$ cat src/rtl/mem_port_arbiter.sv
// Single-port memory arbiter for the Y86 pipeline: shares one unified memory port
// between fetch reads and memory-stage reads/writes, with the memory stage taking priority.
module mem_port_arbiter #(
   parameter int unsigned MEM_LAT = 2,
   parameter int unsigned ADDR_W  = 64
) (
   input  logic              clk,
   input  logic              rst,
   // fetch requester
   input  logic              f_req,
   input  logic [ADDR_W-1:0] f_addr,
   output logic              f_done,
   output logic [63:0]       f_rdata,
   output logic              f_err,
   // memory-stage requester
   input  logic              m_req,
   input  logic              m_we,
   input  logic [ADDR_W-1:0] m_addr,
   input  logic [63:0]       m_wdata,
   output logic              m_done,
   output logic [63:0]       m_rdata,
   output logic              m_err,
   // memory port
   output logic              mem_en,
   output logic              mem_we,
   output logic [ADDR_W-1:0] mem_addr,
   output logic [63:0]       mem_wdata,
   input  logic [63:0]       mem_rdata,
   input  logic              mem_err,
   // pipeline stall requests
   output logic              f_stall_req,
   output logic              m_stall_req
);

   localparam int unsigned CNT_W = 4;
   localparam logic [CNT_W-1:0] CNT_LOAD = CNT_W'(MEM_LAT - 1);

   typedef enum logic [2:0] {
      IDLE   = 3'd0,
      BUSY_F = 3'd1,
      BUSY_M = 3'd2,
      DONE_F = 3'd3,
      DONE_M = 3'd4
   } state_t;

   state_t            state;
   state_t            state_d;
   logic [CNT_W-1:0]  cnt;
   logic [CNT_W-1:0]  cnt_d;

   logic              mem_en_d;
   logic              mem_we_d;
   logic [ADDR_W-1:0] mem_addr_d;
   logic [63:0]       mem_wdata_d;
   logic              f_done_d;
   logic              m_done_d;
   logic [63:0]       f_rdata_d;
   logic              f_err_d;
   logic [63:0]       m_rdata_d;
   logic              m_err_d;

   // State and latency counter
   always_ff @(posedge clk or posedge rst) begin
      if (rst) begin
         state <= IDLE;
         cnt   <= '0;
      end else begin
         state <= state_d;
         cnt   <= cnt_d;
      end
   end

   // Next state and next values of the registered outputs
   always_comb begin
      state_d     = state;
      cnt_d       = cnt;
      mem_en_d    = mem_en;
      mem_we_d    = mem_we;
      mem_addr_d  = mem_addr;
      mem_wdata_d = mem_wdata;
      f_done_d    = 1'b0;
      m_done_d    = 1'b0;
      f_rdata_d   = f_rdata;
      f_err_d     = f_err;
      m_rdata_d   = m_rdata;
      m_err_d     = m_err;

      case (state)
         IDLE: begin
            // Memory stage holds the older instruction, so it wins a tie
            if (m_req) begin
               state_d     = BUSY_M;
               cnt_d       = CNT_LOAD;
               mem_en_d    = 1'b1;
               mem_we_d    = m_we;
               mem_addr_d  = m_addr;
               mem_wdata_d = m_wdata;
            end else if (f_req) begin
               state_d     = BUSY_F;
               cnt_d       = CNT_LOAD;
               mem_en_d    = 1'b1;
               mem_we_d    = 1'b0;
               mem_addr_d  = f_addr;
               mem_wdata_d = '0;
            end
         end

         BUSY_F: begin
            if (cnt == '0) begin
               state_d   = DONE_F;
               mem_en_d  = 1'b0;
               mem_we_d  = 1'b0;
               f_done_d  = 1'b1;
               f_rdata_d = mem_rdata;
               f_err_d   = mem_err;
            end else begin
               cnt_d = cnt - CNT_W'(1);
            end
         end

         BUSY_M: begin
            if (cnt == '0) begin
               state_d  = DONE_M;
               mem_en_d = 1'b0;
               mem_we_d = 1'b0;
               m_done_d = 1'b1;
               m_err_d  = mem_err;
               // a write reports status only; read data is kept from the last read
               if (!mem_we) begin
                  m_rdata_d = mem_rdata;
               end
            end else begin
               cnt_d = cnt - CNT_W'(1);
            end
         end

         DONE_F, DONE_M: begin
            state_d = IDLE;
         end

         default: begin
            state_d = IDLE;
         end
      endcase
   end

   // Registered outputs; async reset drops the memory port in the same cycle
   always_ff @(posedge clk or posedge rst) begin
      if (rst) begin
         mem_en    <= 1'b0;
         mem_we    <= 1'b0;
         mem_addr  <= '0;
         mem_wdata <= '0;
         f_done    <= 1'b0;
         m_done    <= 1'b0;
         f_rdata   <= '0;
         f_err     <= 1'b0;
         m_rdata   <= '0;
         m_err     <= 1'b0;
      end else begin
         mem_en    <= mem_en_d;
         mem_we    <= mem_we_d;
         mem_addr  <= mem_addr_d;
         mem_wdata <= mem_wdata_d;
         f_done    <= f_done_d;
         m_done    <= m_done_d;
         f_rdata   <= f_rdata_d;
         f_err     <= f_err_d;
         m_rdata   <= m_rdata_d;
         m_err     <= m_err_d;
      end
   end

   assign f_stall_req = f_req & ~f_done;
   assign m_stall_req = m_req & ~m_done;

endmodule

$ cat config.mk
export PLATFORM = sky130hd
export DESIGN_NAME = mem_port_arbiter
export DESIGN_NICKNAME = d
export VERILOG_FILES = /design/src/rtl/mem_port_arbiter.sv
export SDC_FILE = /design/constraint.sdc
export NUM_CORES = 1
export LEC_CHECK = 0
export CAP_MARGIN = 0
export CORE_AREA = 3 3 204 206
export CTS_CLUSTER_DIAMETER = 80
export DETAILED_ROUTE_END_ITERATION = 7
export DIE_AREA = 0 0 207 209
export SLEW_MARGIN = 10
export SYNTH_ARGS = -nofsm -noshare
export SYNTH_HDL_FRONTEND = slang
export SYNTH_SLANG_ARGS = --single-unit
export TNS_END_PERCENT = 100
$ cat constraint.sdc
create_clock -name clk -period 9.65 [get_ports clk]
set_clock_uncertainty 0.05 [all_clocks]
set_input_delay 1.93 -clock clk [delete_from_list [all_inputs] [get_ports clk]]
set_output_delay 1.93 -clock clk [all_outputs]
set_load 0.1 [all_outputs]
==> impl_metrics.toml <==
[grt]
grt_pass1_wl_mm = 54.0
grt_usage_pct = 15.7
grt_max_degree = 149
grt_overflow = 0
antenna_found_initial = 1
grt_pass1_vias = 8415

[critical_path]
endpoint_kind = "output port"
startpoint = "m_req"
crit-reg2reg-launch = "cnt[0]$_DFFE_PP0P_"
path_cells = "buf_2, buf_4, inv_1, nor2_1, clkdlybuf4s50_1"
required_ps = 7670
crit_path_top_delay_cell = "clkdlybuf4s50_1"
cp_max_fo = 67
criticalPathCategory = "input port to output port"
crit_arrival_ps = 4340
reg2reg_depth = 7
cpPeakStageDelay_ps = 1170
worst_setup_path_start_kind = "input port"

[placed_design]
gp_congestion = 0.791
placed_area_um2 = 16800
port_buffers = 525
hpwl_mm = 25.2

[cts]
cts_tree = "done"
clock_path_buffers = 3
ctsResizeCount = 0
cts_hold_buf = 0
clk_latency_ps = 550
cts-root-buf = "clkbuf_16"
cts_sinks = 269
numCtsBuffers = 31
post_cts_buffers = 0
htreeDepth = 1
clk_pin_slew_worst_paths_ps = 60

[synth]
syn_area_um2 = 11000
synth_edf_count = 0
yosysTopAreaCellShare_pct = 61.2
ys_seq_area_share_pct = 61.2
ys_ff_latch = 269
ys_top_cells_by_count = "dfrtp_1, mux2_2, a22o_1, mux2_4, clkbuf_1"
synth-async-reset-ratio_pct = 100
yosys_warnings = 0
syn-num-nets = 949
synthCells = 685
avgSynthCellArea_um2 = 16.1
ys_types = 37
synth_area_leaders = "dfrtp_1, mux2_2, mux2_4, a22o_1, clkbuf_1"
synth_ff_type = "dfrtp_1"
yosysTopAreaCell = "dfrtp_1"
synth.most_common_cell = "dfrtp_1"

[drt]
routed_via_density = 4.45
drc = 0
vias = 7818
drtAntennaViolNets = 0
wl_per_cell_um = 20.0
drtIter0Drc = 315
wl_mm = 35.0
drtPass1Iterations = 4

[timing]
setup_tns_ps = 0
final-hold-violation-count = 0
rsz0062_at_grt = "false"
tightest_slew_ps = 1070
finalCritPeriodShare_pct = 65.5
fmax_mhz = 158
setup_violations = 0
relSlewSlack_pct = 28.6
post-route-min-period_ps = 6320
slew_viol_final = 0

[floorplan]
die_height_um = 209
io_pins = 526
floorplan.initialDensity_pct = 27.6
die-area_um2 = 43300
dieWidth_um = 207
core_um2 = 39800
rows = 73

[hold_path]
worstHoldStart = "cnt[0]$_DFFE_PP0P_"
holdCritPathClass = "flip-flop to flip-flop"
whs_path_depth = 1

[job]
maxCapViolCount = 0

[layout]
fillers = 3624
fin_nets = 1472
stdcell_area_um2 = 17800
drive_gt1_share_pct = 27.2
area_delta_synth_final_pct = 62.2

[run_status]
status = "finished, final reports clean"
## kinds of logic (layout without fill, tap and decap cells)
| group | Yosys count | after routing | synth area share (%) |
|---|---|---|---|
| AOI/OAI and AO/OA | 77 | 77 | 5.92 |
| buffers and inverters | 50 | 594 | 2.37 |
| and+or+nand+nor | 25 | 25 | 1.48 |
| xor gates and xnor gates | 2 | 2 | 0.159 |
| muxes | 260 | 260 | 28.7 |
| DFF | 269 | 269 | 61.2 |
| adders and majority gates | 2 | 2 | 0.227 |
| other | 0 | 1 | 0 |
## path summary, 6_finish.rpt
kind | endpoint | slack (ps)
max | m_stall_req | 3330
min | cnt[0]$_DFFE_PP0P_ | 450
max reg2reg | m_rdata[63]$_DFFE_PP0P_ | 6550
min reg2reg | cnt[0]$_DFFE_PP0P_ | 450
max in group asynchronous | f_rdata[59]$_DFFE_PP0P_ | 6200
min in group asynchronous | f_rdata[53]$_DFFE_PP0P_ | 1830
## layer usage
layer / up-vias / global-route usage, % / wire length [um]
li1: 3544 / - / -
met1: 3901 / 19.5 / 14400
met2: 334 / 26.1 / 16800
met3: 39 / 6.02 / 3130
met4: 0 / 3.35 / 701
met5: - / 0 / 0
## critical path, delay by kind of cell
| family | cells | cell delay (ps) |
|---|---|---|
| AND/OR/NAND/NOR | 1 | 250 |
| buffers and inverters | 4 | 2150 |
## cells in the final DEF (no fill, tap or decap), drive strengths merged, types with 2 or more instances in the layout
master	n
a211oi	2
a21oi	2
a22o	64
buf	11
bufinv	4
clkbuf	41
clkdlybuf4s50	523
clkinv	7
clkinvlp	2
dfrtp	269
ha	2
inv	6
mux2	259
nand2	3
nor2	4
nor3	3
nor4	4
o21ai	3
or3	3
## cell type report
class,instances,area (um2),area share (%)
flip-flops and latches,269,6730,37.7
multi-input cells,366,4030,22.6
clock buffers,41,883,4.95
well taps,525,657,3.68
repair buffers,534,5330,29.9
diodes,1,2.50,0.0140
inverters,6,30.0,0.168
clock inverters,13,174,0.975
## per-stage QoR
step	instances	hold slack [ps]	util, %	setup WS [ps]
finish	1755	450	44.8	3330
global route	1755	462	44.8	3190
CTS	1754	456	44.8	3290
detailed placement	1700	440	42.1	3290
global placement	1700	437	42.1	3320
floorplan	685	411	-	260
## state kept, by name, summed over array words and instances, names as in the netlist
signal     count
mem_wdata     64
mem_addr      64
cnt            4
state          3
f_err          1
mem_en         1
f_rdata       64
m_err          1
f_done         1
m_done         1
mem_we         1
m_rdata       64
Power is not shown: default switching activity piles up to over one toggle a cycle in this logic, so the estimate is an artifact.
